**config.mk**
```make
export PLATFORM = sky130hd
export DESIGN_NAME = mem8_arb
export DESIGN_NICKNAME = d
export VERILOG_FILES = /design/src/rtl/mem8_arb_pkg.sv /design/src/rtl/arb_burst_ctr.sv /design/src/rtl/mem8_arb.sv
export SDC_FILE = /design/constraint.sdc
export NUM_CORES = 1
export LEC_CHECK = 0
export CAP_MARGIN = 40
export CORE_MARGIN = 3
export CORE_UTILIZATION = 40
export DETAILED_ROUTE_END_ITERATION = 12
export PLACE_DENSITY = 0.88
export SLEW_MARGIN = 40
export SYNTH_ARGS = -nofsm -noshare
export SYNTH_HDL_FRONTEND = slang
export SYNTH_SLANG_ARGS = --single-unit
```
**constraint.sdc**
```tcl
create_clock -name clk -period 2.1 [get_ports clk]
set_input_delay 0.315 -clock clk [delete_from_list [all_inputs] [get_ports clk]]
set_output_delay 0.315 -clock clk [all_outputs]
set_load 0.05 [all_outputs]
```
**src/rtl/mem8_arb_pkg.sv**
```systemverilog
// ============================================================================
// mem8_arb_pkg : shared state type and default sizes for the byte-memory arbiter
// Revision 1.0
// ============================================================================
`default_nettype none

package mem8_arb_pkg;

  typedef enum logic [2:0] {
    IDLE  = 3'd0,
    DRAIN = 3'd1,
    XFER  = 3'd2,
    TAIL  = 3'd3,
    FIN   = 3'd4
  } arb_state_t;

  localparam int ARB_SLICE_DEF = 8;
  localparam int ARB_LW_DEF    = 12;

endpackage

`default_nettype wire

```
**src/rtl/arb_burst_ctr.sv**
```systemverilog
// ============================================================================
// arb_burst_ctr : host burst address / remaining-length counters with last flag
// Revision 1.0
// ============================================================================
`default_nettype none

module arb_burst_ctr #(
  parameter int ASZ = 17,
  parameter int LW  = 12
) (
  input  logic           clk,
  input  logic           rst,
  input  logic           load,
  input  logic [ASZ-1:0] addr_in,
  input  logic [LW-1:0]  len_in,
  input  logic           step,
  output logic [ASZ-1:0] ha,
  output logic           last
);

  logic [LW-1:0] hcnt;

  // ha wraps naturally at 2^ASZ
  always_ff @(posedge clk or posedge rst) begin
    if (rst) begin
      ha   <= '0;
      hcnt <= '0;
    end else if (load) begin
      ha   <= addr_in;
      hcnt <= len_in;
    end else if (step) begin
      ha   <= ha + 1'b1;
      hcnt <= hcnt - 1'b1;
    end
  end

  assign last = (hcnt == LW'(1));

endmodule

`default_nettype wire

```
**src/rtl/mem8_arb.sv**
```systemverilog
// ============================================================================
// mem8_arb : shares the 8-bit SPRAM between the core and a host DMA burst port.
// Optional fair slicing of host bursts: define MEM8_ARB_FAIR_EN.
// Revision 1.0
// ============================================================================
`default_nettype none

module mem8_arb
  import mem8_arb_pkg::*;
#(
  parameter int ASZ   = 17,
  parameter int LW    = ARB_LW_DEF,
  parameter int SLICE = ARB_SLICE_DEF
) (
  input  logic           clk,
  input  logic           rst,
  input  logic [ASZ-1:0] cpu_addr,
  input  logic           cpu_we,
  input  logic [7:0]     cpu_wdata,
  output logic [7:0]     cpu_rdata,
  output logic           cpu_stall,
  input  logic           h_start,
  input  logic           h_we,
  input  logic [ASZ-1:0] h_addr,
  input  logic [LW-1:0]  h_len,
  input  logic [7:0]     h_wdata,
  input  logic           h_wvalid,
  output logic           h_wready,
  output logic [7:0]     h_rdata,
  output logic           h_rvalid,
  output logic           h_busy,
  output logic           h_done,
  output logic [ASZ-1:0] m_addr,
  output logic           m_we,
  output logic [7:0]     m_wdata,
  input  logic [7:0]     m_rdata
);

`ifdef MEM8_ARB_FAIR_EN
  localparam bit FAIR = 1'b1;
`else
  localparam bit FAIR = 1'b0;
`endif

  localparam int SW = $clog2(SLICE + 1);

  arb_state_t     state;
  logic           hwe;
  logic           rvalid_q;
  logic [SW-1:0]  slice_cnt;
  logic [ASZ-1:0] ha;
  logic           last;
  logic           load;
  logic           core_slot;
  logic           host_slot;
  logic           core_owns;
  logic           step;

  assign load      = (state == IDLE) && h_start;
  assign core_slot = FAIR && (state == XFER) && (slice_cnt == SW'(SLICE));
  assign host_slot = (state == XFER) && !core_slot;
  assign core_owns = (state == IDLE) || (state == FIN) || core_slot;
  assign step      = host_slot && (!hwe || h_wvalid);

  arb_burst_ctr #(
    .ASZ (ASZ),
    .LW  (LW)
  ) u_ctr (
    .clk     (clk),
    .rst     (rst),
    .load    (load),
    .addr_in (h_addr),
    .len_in  (h_len),
    .step    (step),
    .ha      (ha),
    .last    (last)
  );

  always_ff @(posedge clk or posedge rst) begin
    if (rst) begin
      state    <= IDLE;
      hwe      <= 1'b0;
      rvalid_q <= 1'b0;
    end else begin
      rvalid_q <= host_slot && !hwe;
      case (state)
        IDLE: begin
          if (h_start) begin
            hwe   <= h_we;
            state <= (h_len != '0) ? DRAIN : FIN;
          end
        end
        DRAIN:   state <= XFER;
        XFER: begin
          // reads need one more cycle for the final byte to return
          if (step && last) state <= hwe ? FIN : TAIL;
        end
        TAIL:    state <= FIN;
        FIN:     state <= IDLE;
        default: state <= IDLE;
      endcase
    end
  end

  // counts consecutive host slots; constant-folds away when slicing is off
  always_ff @(posedge clk or posedge rst) begin
    if (rst) begin
      slice_cnt <= '0;
    end else if ((state != XFER) || core_slot) begin
      slice_cnt <= '0;
    end else begin
      slice_cnt <= slice_cnt + 1'b1;
    end
  end

  always_comb begin
    m_addr  = cpu_addr;
    m_wdata = cpu_wdata;
    m_we    = core_owns && cpu_we;
    if (host_slot) begin
      m_addr  = ha;
      m_wdata = h_wdata;
      m_we    = hwe && h_wvalid;
    end
  end

  assign cpu_rdata = m_rdata;
  assign cpu_stall = ((state == DRAIN) || (state == XFER) || (state == TAIL)) && !core_slot;
  assign h_wready  = host_slot && hwe;
  assign h_rvalid  = rvalid_q;
  assign h_rdata   = rvalid_q ? m_rdata : 8'h00;
  assign h_busy    = (state != IDLE);
  assign h_done    = (state == FIN);

endmodule

`default_nettype wire

```
-- After elaboration in Yosys (flattened, before gate mapping)
Cells that the tools add are included.
- add/subtract/negate cells: 2
- equality and inequality tests: 7
- muxes and demuxes: 13
- reduce and logical (&&, ||, !) cells: 18
- operators with widths (operator ; number):
    $mux W17 ; 3
    $mux W12 ; 2
    $add A17 B1 Y17 const B ; 1
    $mux W8 ; 2
    $eq A12 B1 Y1 const B ; 1
    $mux W3 ; 4
    $pmux W3 S4 ; 1
    $reduce_bool A12 Y1 ; 1
    $sub A12 B1 Y12 const B ; 1
    $logic_and A1 B1 Y1 ; 7
    $eq A3 B2 Y1 const B ; 2
    $logic_or A1 B1 Y1 ; 4
    $reduce_and A2 Y1 ; 2
    $eq A3 B1 Y1 const B ; 1
    $eq A3 B3 Y1 const B ; 1
    $logic_not A3 Y1 ; 1
    $reduce_bool A3 Y1 ; 1
    $ne A2 B1 Y1 const B ; 1
    $ne A2 B2 Y1 const B ; 1
    $reduce_bool A2 Y1 ; 1
    $logic_not A1 Y1 ; 1
    $mux W1 ; 1
- register bits after elaboration: 34
- output and inout port bits: 47
- logic and storage cells: 45

-- Longest topological paths before layout
Gate-level depths: netlist of the first run.
- depth after elaboration: 6
- mapped depth: 8
- depth with buffers taken out: 7

-- Hierarchy
A second synthesis of the first run with hierarchy kept.
- cells, all modules: 265
- area, all modules: 2451.1 um2
- modules (own cells, without submodules) (module ; instances ; cells each ; area each (um2)):
    arb_burst_ctr ; 1 ; 183 ; 1676.6
    mem8_arb ; 1 ; 82 ; 774.5

-- Worst setup path after synthesis of the first run
OpenSTA, ideal clock, no wires.
- kind: register to output
- start point: register state[2]
- end point: output m_addr[4]
- arrival: 2.240 ns
- data required time: 1.785 ns
- slack: -0.455 ns
- stages on the path, launching flop included: 5
- path through: dfrtp_1 -> clkbuf_1 -> or3b_1 -> buf_2 -> o21ai_0
- longest elaborated chain between the ends: 2
- RTL lines (what ; line ; source):
    start: declaration ; mem8_arb.sv:47 ; arb_state_t state;
    start signal: assignment ; mem8_arb.sv:90 ; state <= (h_len != '0) ? DRAIN : FIN;
    start signal: assignment ; mem8_arb.sv:96 ; if (step && last) state <= hwe ? FIN : TAIL;
    $eq A3 B2 Y1 ; mem8_arb.sv:61 ; assign host_slot = (state == XFER) && !core_slot;
    $mux W17 ; mem8_arb.sv:120 ; if (host_slot) begin
    end: declaration ; mem8_arb.sv:33 ; output logic [ASZ-1:0] m_addr,
No other way between the ends.

-- Final worst setup path of the first run
- start point: register state[2]
- end point: output m_addr[6]
The elaborated chain is that of the path after synthesis.

==> results.cfg, run 1 <==
[outcome]
status = completed

[logic_synthesis]
synth-async-reset-ratio = 1.000
syn_inst = 325
syn_nets = 404
synth.distinct_cells = 42
netlist_area_sq_um = 2372
synth_edf_count = 0
dominantRegCellSynth = dfrtp_1
synth_area_leaders = dfrtp_1, nand2_1, o21ai_0
synthSimpleGateAreaFrac = 0.3824
synth_compound_area_frac = 0.1519
yosysTopAreaCellShare = 0.3586
synth.most_common_cell = nand2_1
synth_top_family_by_area = simple AND/OR/NAND/NOR gates
yosysSeqAreaShare = 0.3586
synth_mux_area_frac = 0.004219
synthXorXnorAreaFrac = 0.02215
synth_fa_ha_area_frac = 0.01582
yosys.area.top_type = dfrtp_1
synth.avg_cell_area_sq_um = 7.299
synth_common_cells = nand2_1, dfrtp_1, o21ai_0
ys_seq_elements = 34
synth_warnings = 0

[drt]
routed_wl_um = 7934
vias = 2791
post-route-drc-count = 0
final_antenna_net_count = 0
drt-pass1-iter-count = 4
vias_per_cell = 5.388
drt_first_iter_violations = 222
routedWlPerCell_um = 15.32

[layout]
final_nets = 524
post-route-util = 0.7369
multi_input_area_sq_um = 1385
regArea_sq_um = 850.8
antennaDiodeCount = 0
final_layout_size_suffix_gt1_frac = 0.1749
syn_to_final_growth_pct = 74.21
nFillCells = 423

[min_path]
hold_class = in2async

[global_routing]
grt_overflow = 0
grt_use_total = 0.2309
grt_max_degree = 35
grt_pass1_vias = 2690
antenna_found_initial = 0
grt_pass1_wl_um = 13240

[clock_network]
clk_path_buf_depth = 2
path_clk_slew_ns = 0.07
numCtsBuffers = 5
clk_latency_ns = 0.29
cts_hold_repair.buffers = 0
cts_resized = 0
cts.sinks = 34
cts_tree = done
post_cts_buffers = 0
cts_root_buf = clkbuf_8
cts_max_level = 2

[floorplanning]
die_area_sq_um = 6891
die_w_um = 83.01
top_level_ports = 123
initial_utilization = 0.4230
rows = 27
die_y_um = 83.01
coreArea_sq_um = 5608

[worst_setup_path]
rrSetupSlack_ns = 0.11
worst-path-stages = 6
path_class = reg2out
cp_max_fo = 25
cp.arrival_ns = 1.68
worstReg2RegStart = u_ctr.hcnt[4]
crit_slowest_cell = dfrtp_1
crit_chain = buf_4, nor3b_4, buf_12, nand2_1, nand2_1, buf_12
start_kind = flop
cp.required_ns = 1.78
crit_path_start = state[2]
path_delay_family = buffers and inverters
max_stage_delay_ns = 0.38
endpoint_kind = output pin
reg2reg_depth = 5
worstSetupEndpoint = m_addr[6]
r2r-end = state[2]
path_buf_inv = 3

[placement]
port_buffers = 122
dp_hpwl_um = 6255
gp_congestion = 0.9120

[power]
power-per-cell-area_nw_per_um2 = 1573
vdd_drop_max_uv = 801.2
finalPower_uw = 6501
cellLeakagePower_uw = 0.001802

[sta]
slew_viol_final = 0
hold_viol = 0
setup_tns_ns = 0
period_share = 0.9493
max_clock_freq_mhz = 501.6
clock_skew_ns = 0.006958
fin_crit_ns = 1.993
tightest_slew_ns = 0.4897
maxSlewHeadroom = 0.6725
rsz0062_at_grt = false
setup_viol = 0

[run]
drv_cap = 0
## tightest hold or removal path, cell delays in order
cell             delay, ns
clkdlybuf4s50_1       0.39
inv_1                 0.05
buf_4                 0.39
## kinds of logic (layout without fill, tap and decap cells)
| logic type | Yosys count | after routing |
|---|---|---|
| buffers and inverters | 32 | 153 |
| xor gates and xnor gates | 6 | 6 |
| and+or+nand+nor | 194 | 194 |
| muxes | 1 | 1 |
| AOI/OAI and AO/OA | 55 | 55 |
| adders and majority gates | 3 | 3 |
| DFF | 34 | 34 |
## power breakdown
part	internal [uW]	leakage, uW	switching, uW
Combinational	2030	0.00133	2620
Sequential	968	0.000422	371
Clock	265	0.0000482	246
Total	3270	0.00180	3240
## stage by stage
| step | setup slack, ns | instance area (sq um) | cells | hold slack, ns |
|---|---|---|---|---|
| 2_1_floorplan | 0.08337 | 2376 | 325 | 0.4204 |
| 3_3_place_gp | 0.1411 | 4034 | 510 | 0.5105 |
| 3_5_place_dp | 0.1102 | 4034 | 510 | 0.5218 |
| 4_1_cts | 0.02392 | 4125 | 518 | 0.4303 |
| 5_1_grt | 0.02173 | 4133 | 518 | 0.4564 |
| 6_report | 0.1065 | 4133 | 518 | 0.4166 |
## layout make-up
type | count | share of cell area
clock buffer | 7 | 0.02089
clock inverter | 1 | 0.001211
inverter | 7 | 0.006358
multi-input combinational | 259 | 0.3352
sequential | 34 | 0.2059
tap | 72 | 0.02180
timing repair buffer | 138 | 0.4087
## sequential cells by signal (all words and copies together) (netlist names)
name,count
hwe,1
u_ctr.ha,17
h_rvalid,1
state,3
u_ctr.hcnt,12
## layer usage
layer / global-route usage / up-vias / part of all wire
li1: - / 1360 / -
met1: 0.2857 / 1297 / 0.41
met2: 0.4103 / 123 / 0.51
met3: 0.04167 / 11 / 0.063
met4: 0.06241 / 0 / 0.015
met5: 0 / - / 0
## cell usage in the layout (no fill, tap or decap), types with 2 or more instances in the layout
cell | synthesis | layout
a21oi_1 | 7 | 7
dfrtp_1 | 34 | 34
and2_1 | 12 | 12
a221o_1 | 3 | 3
and3_1 | 4 | 4
nand2_1 | 113 | 113
buf_4 | 8 | 25
o22ai_1 | 2 | 2
o21ai_0 | 21 | 20
ha_1 | 3 | 3
nor3_1 | 3 | 3
o311ai_0 | 6 | 6
nand2b_1 | 3 | 3
a31oi_1 | 4 | 4
inv_1 | 7 | 7
clkdlybuf4s50_1 | 0 | 76
o311ai_1 | 2 | 2
nand4_1 | 6 | 6
xnor2_1 | 3 | 3
nand3_1 | 15 | 15
nor4_1 | 8 | 8
buf_12 | 0 | 37
nor2_1 | 18 | 18
o211ai_1 | 7 | 7
clkbuf_8 | 0 | 6
xor2_1 | 3 | 3
## how the worst min path moves through the flow
stage | endpoint | startpoint
after floorplan | hwe | h_we
after global placement | u_ctr.ha[16] | u_ctr.ha[16]
after detailed placement | u_ctr.ha[16] | u_ctr.ha[16]
after CTS | u_ctr.ha[9] | rst
after global routing | u_ctr.ha[8] | rst
final | u_ctr.ha[7] | rst
(Power assumes the default switching activity.)
==> inputs of run 2 (changes only) <==
--- a/config.mk
+++ b/config.mk
@@ -10,6 +10,7 @@
 export CORE_UTILIZATION = 40
 export DETAILED_ROUTE_END_ITERATION = 12
 export PLACE_DENSITY = 0.88
+export REMOVE_ABC_BUFFERS = 1
 export SLEW_MARGIN = 40
 export SYNTH_ARGS = -nofsm -noshare
 export SYNTH_HDL_FRONTEND = slang
==> run 2 against run 1 <==
Compared with the run above:
- register-to-register slack improved by 0.04 ns
- die area did not move
- clock skew fell by 0.0026 ns
- routed wire length fell by 1.8%
- global-route usage fell by 1.0 points
- hold slack improved by 0.0049 ns
- first-iteration DRC count rose by 8.1%
- non-clock buffer count did not move
- flip-flop and latch count did not move
- final area barely moved
- highest routed layer unchanged
==> results.cfg, run 2 (synthesis gave the netlist of run 1 again) <==
[worst_setup_path]
cp.arrival_ns = 1.69
endpoint_kind = output pin
worstSetupEndpoint = m_addr[5]
cp_max_fo = 13
path_class = reg2out
worstReg2RegStart = u_ctr.hcnt[4]
crit_path_start = state[2]
start_kind = flop
reg2reg_depth = 5
cp.required_ns = 1.78
rrSetupSlack_ns = 0.15
r2r-end = state[2]

[drt]
post-route-drc-count = 0
final_antenna_net_count = 0
vias = 2789
drt_first_iter_violations = 240
routedWlPerCell_um = 15.06
routed_wl_um = 7788
vias_per_cell = 5.395
drt-pass1-iter-count = 5

[global_routing]
grt_pass1_vias = 2595
grt_use_total = 0.2210
grt_max_degree = 35
grt_pass1_wl_um = 12620
antenna_found_initial = 0
grt_overflow = 0

[floorplanning]
initial_utilization = 0.4230
die_y_um = 83.01
coreArea_sq_um = 5608
die_w_um = 83.01
die_area_sq_um = 6891
rows = 27
top_level_ports = 123

[min_path]
hold_class = in2async

[sta]
maxSlewHeadroom = 0.6649
holdWs_ns = 0.4215
clock_skew_ns = 0.004400
max_clock_freq_mhz = 499.8
slew_viol_final = 0
fin_crit_ns = 2.001
hold_viol = 0
setup_viol = 0
rsz0062_at_grt = false
setup_tns_ns = 0
period_share = 0.9527
tightest_slew_ns = 0.5010

[layout]
final_common_cell = nand2_1
stdcell_area_sq_um = 4131
antennaDiodeCount = 0
regMostFlops = u_ctr.ha
post-route-util = 0.7367
layout_common_cells = nand2_1, clkdlybuf4s50_1, buf_12
top_regs = u_ctr.ha: 17 flops, u_ctr.hcnt: 12 flops, state: 3 flops
syn_to_final_growth_pct = 74.16
largest_register_ff_count = 17
final_nets = 524
final_layout_size_suffix_gt1_frac = 0.1730

[power]
power-per-cell-area_nw_per_um2 = 1585
cellLeakagePower_uw = 0.001803
vdd_drop_max_uv = 796.0

[placement]
port_buffers = 122
gp_congestion = 0.8936
dp_hpwl_um = 6028
placedInstanceArea_sq_um = 4011

[clock_network]
cts_tree = done
cts_root_buf = clkbuf_8
numCtsBuffers = 5
clk_latency_ns = 0.28
path_clk_slew_ns = 0.07
post_cts_buffers = 0
cts.sinks = 34
clk_path_buf_depth = 2
cts_max_level = 2

[run]
drv_cap = 0

[outcome]
status = completed
## run 2: cell types whose count changed in the layout (fill, tap and decap cells not counted)
cell / before / now
clkinv_2: 1 / 0
nor3b_2: 0 / 1
o21ai_0: 20 / 21
nor3b_4: 1 / 0
bufinv_16: 0 / 1
buf_12: 37 / 36
clkbuf_1: 1 / 0
o21ai_2: 1 / 0
buf_4: 25 / 26
## run 2: report_power, final
group | internal [uW] | total [uW] | switching (uW)
logic | 2000 | 4590 | 2590
registers | 968 | 1340 | 370
clock network | 380 | 620 | 240
total | 3350 | 6550 | 3200
## run 2: what timing repair did
item	CTS	global route
hold buffers	0	0
endpoints found under the setup margin	2	1
gates resized for setup	1	1
pin swaps	0	0
## run 2: stage by stage
stage,instances,setup slack [ns],total power [uW]
global route,517,0.04996,6890
global placement,510,0.1528,5755
finish,517,0.09939,6547
floorplan,300,-0.5667,3683
CTS,517,0.1043,6550
detailed placement,510,0.08993,5899
## run 2: layout make-up
class	instances	area [sq um]
well taps	72	90.09
fillers	398	1476
flip-flops and latches	34	850.8
inverters	7	26.28
multi-input cells	259	1375
repair buffers	138	1677
clock inverters	1	30.03
clock buffers	6	82.58
## run 2: worst min-delay path by stage
stage,endpoint,slack [ns],start,depth (start not counted)
2_1_floorplan,hwe,0.42,h_we,2
3_3_place_gp,u_ctr.ha[16],0.51,u_ctr.ha[16],1
3_5_place_dp,u_ctr.ha[16],0.51,u_ctr.ha[16],1
4_1_cts,u_ctr.hcnt[4],0.43,rst,3
5_1_grt,u_ctr.ha[9],0.45,rst,3
6_report,u_ctr.hcnt[4],0.42,rst,3
## run 2: critical path: stages, from the launching register on
cell     delay (ns)
dfrtp_1        0.38
or3b_4         0.47
buf_4          0.21
nand2_1        0.09
nand2_1        0.10
buf_12         0.16
## run 2: layer usage
layer / share of wire / up-vias / global-route usage
met3: 0.062 / 15 / 0.04365
li1: - / 1356 / -
met4: 0.015 / 0 / 0.06686
met1: 0.41 / 1287 / 0.2800
met2: 0.52 / 131 / 0.3790
met5: 0 / - / 0
==> inputs of run 3 (changes only) <==
==> constraint.sdc (replaced) <==
create_clock -name clk -period 2.3 [get_ports clk]
set_input_delay 0.345 -clock clk [delete_from_list [all_inputs] [get_ports clk]]
set_output_delay 0.345 -clock clk [all_outputs]
set_load 0.05 [all_outputs]
==> run 3 against run 2 <==
Compared with the run above:
- sequential power decreased by 6%
- hold slack improved by 0.014 ns
- clock power decreased by 15%
- final area fell by 4.1%
- combinational power shrank 15%
- sequential share of layout area up 0.88 points
- clock skew decreased by 0.0015 ns
- global-route usage up 0.68 points
- first-iteration DRC count grew 14%
- die area stayed put
==> results.cfg, run 3 (synthesis gave the netlist of run 1 again) <==
[placement]
dp_hpwl_um = 5855
port_buffers = 122
gp_congestion = 0.8878

[clock_network]
cts_hold_repair.buffers = 0
cts_root_buf = clkbuf_8
cts.sinks = 34
path_clk_slew_ns = 0.07
cts_resized = 2
clk_path_buf_depth = 2
cts_max_level = 2
clk_latency_ns = 0.29
post_cts_buffers = 0
cts_tree = done
numCtsBuffers = 5

[worst_setup_path]
start_kind = flop
reg2reg_depth = 4
r2r-end = u_ctr.hcnt[7]
rrSetupSlack_ns = 0.1
path_buf_inv = 0
path_delay_family = simple AND/OR/NAND/NOR gates
crit_path_start = u_ctr.hcnt[4]
crit_chain = or3_1, nor4b_1, o21ai_0, a221o_1
cp_max_fo = 6
cp.arrival_ns = 2.38
crit_slowest_cell = nor4b_1
endpoint_kind = flop
max_stage_delay_ns = 0.65
cp.required_ns = 2.48
path_class = reg2reg
worst-path-stages = 4
worstReg2RegStart = u_ctr.hcnt[4]

[sta]
fin_crit_ns = 2.201
tightest_slew_ns = 0.6863
maxSlewHeadroom = 0.5360
slew_viol_final = 0
clock_skew_ns = 0.002927
hold_viol = 0
setup_viol = 0
period_share = 0.9568
max_clock_freq_mhz = 454.4
rsz0062_at_grt = false

[layout]
antennaDiodeCount = 0
nFillCells = 456
final_layout_size_suffix_gt1_frac = 0.1553
regArea_sq_um = 850.8
largest_register_ff_count = 17
post-route-util = 0.7066
syn_to_final_growth_pct = 67.04
final_nets = 516
multi_input_area_sq_um = 1374
final_common_cell = nand2_1
top_regs = u_ctr.ha: 17 flops, u_ctr.hcnt: 12 flops, state: 3 flops
layout_common_cells = nand2_1, clkdlybuf4s50_1, dfrtp_1
regMostFlops = u_ctr.ha

[global_routing]
antenna_found_initial = 0
grt_pass1_wl_um = 13160
grt_overflow = 0
grt_use_total = 0.2278
grt_pass1_vias = 2735
grt_max_degree = 35

[drt]
post-route-drc-count = 0
drt_first_iter_violations = 274
final_antenna_net_count = 0
vias_per_cell = 5.378
drt-pass1-iter-count = 5
vias = 2743
routedWlPerCell_um = 15.28
routed_wl_um = 7795

[floorplanning]
die_area_sq_um = 6891
initial_utilization = 0.4230
top_level_ports = 123
rows = 27
coreArea_sq_um = 5608
die_y_um = 83.01
die_w_um = 83.01

[outcome]
status = completed

[power]
vdd_drop_max_uv = 688.6
finalPower_uw = 5718
power-per-cell-area_nw_per_um2 = 1443
cellLeakagePower_uw = 0.001743

[run]
drv_cap = 0

[min_path]
hold_class = in2async
==> run 3: layer usage <==
| layer | track usage | share of wire | vias up |
|---|---|---|---|
| met5 | 0 | 0 | - |
| met1 | 0.2765 | 0.40 | 1291 |
| li1 | - | - | 1341 |
| met3 | 0.05456 | 0.070 | 8 |
| met2 | 0.4023 | 0.52 | 103 |
| met4 | 0.05944 | 0.010 | 0 |
==> run 3: per-stage QoR <==
step,setup WS (ns),hold WS [ns],setup TNS (ns),instance area (sq um),cells
6_report,0.09933,0.4353,0,3963,510
3_3_place_gp,0.2662,0.5008,0,3844,502
5_1_grt,0.002669,0.4734,0,3963,510
3_5_place_dp,0.1389,0.5076,0,3844,502
4_1_cts,0.01709,0.4544,0,3958,510
2_1_floorplan,-0.3967,0.4504,-1.251,2245,300
==> run 3: area by class of cell <==
cell class,count,share of cell area
sequential,34,0.2147
multi-input combinational,259,0.3467
inverter,7,0.006631
timing repair buffer,130,0.3814
clock buffer,8,0.02779
tap,72,0.02273
==> run 3: worst max path at each step <==
| stage | slack, ns | end |
|---|---|---|
| after floorplan | -0.40 | m_addr[4] |
| after global placement | 0.27 | m_addr[4] |
| after detailed placement | 0.14 | u_ctr.hcnt[7] |
| after CTS | 0.02 | h_busy |
| after global routing | 0.003 | u_ctr.hcnt[9] |
| final | 0.1 | u_ctr.hcnt[7] |
==> run 3: report_power, final <==
group          total (uW)  internal, uW  switching, uW
combinational        3920          1640           2280
sequential           1260           883            381
clock                 530           302            228
total                5720          2830           2890
==> run 3: worst register-to-register path: cells and delay by family (launching register included) <==
family	cells	cell delay, ns
compound gates	2	0.51
flops	1	0.43
simple gates	2	1.14
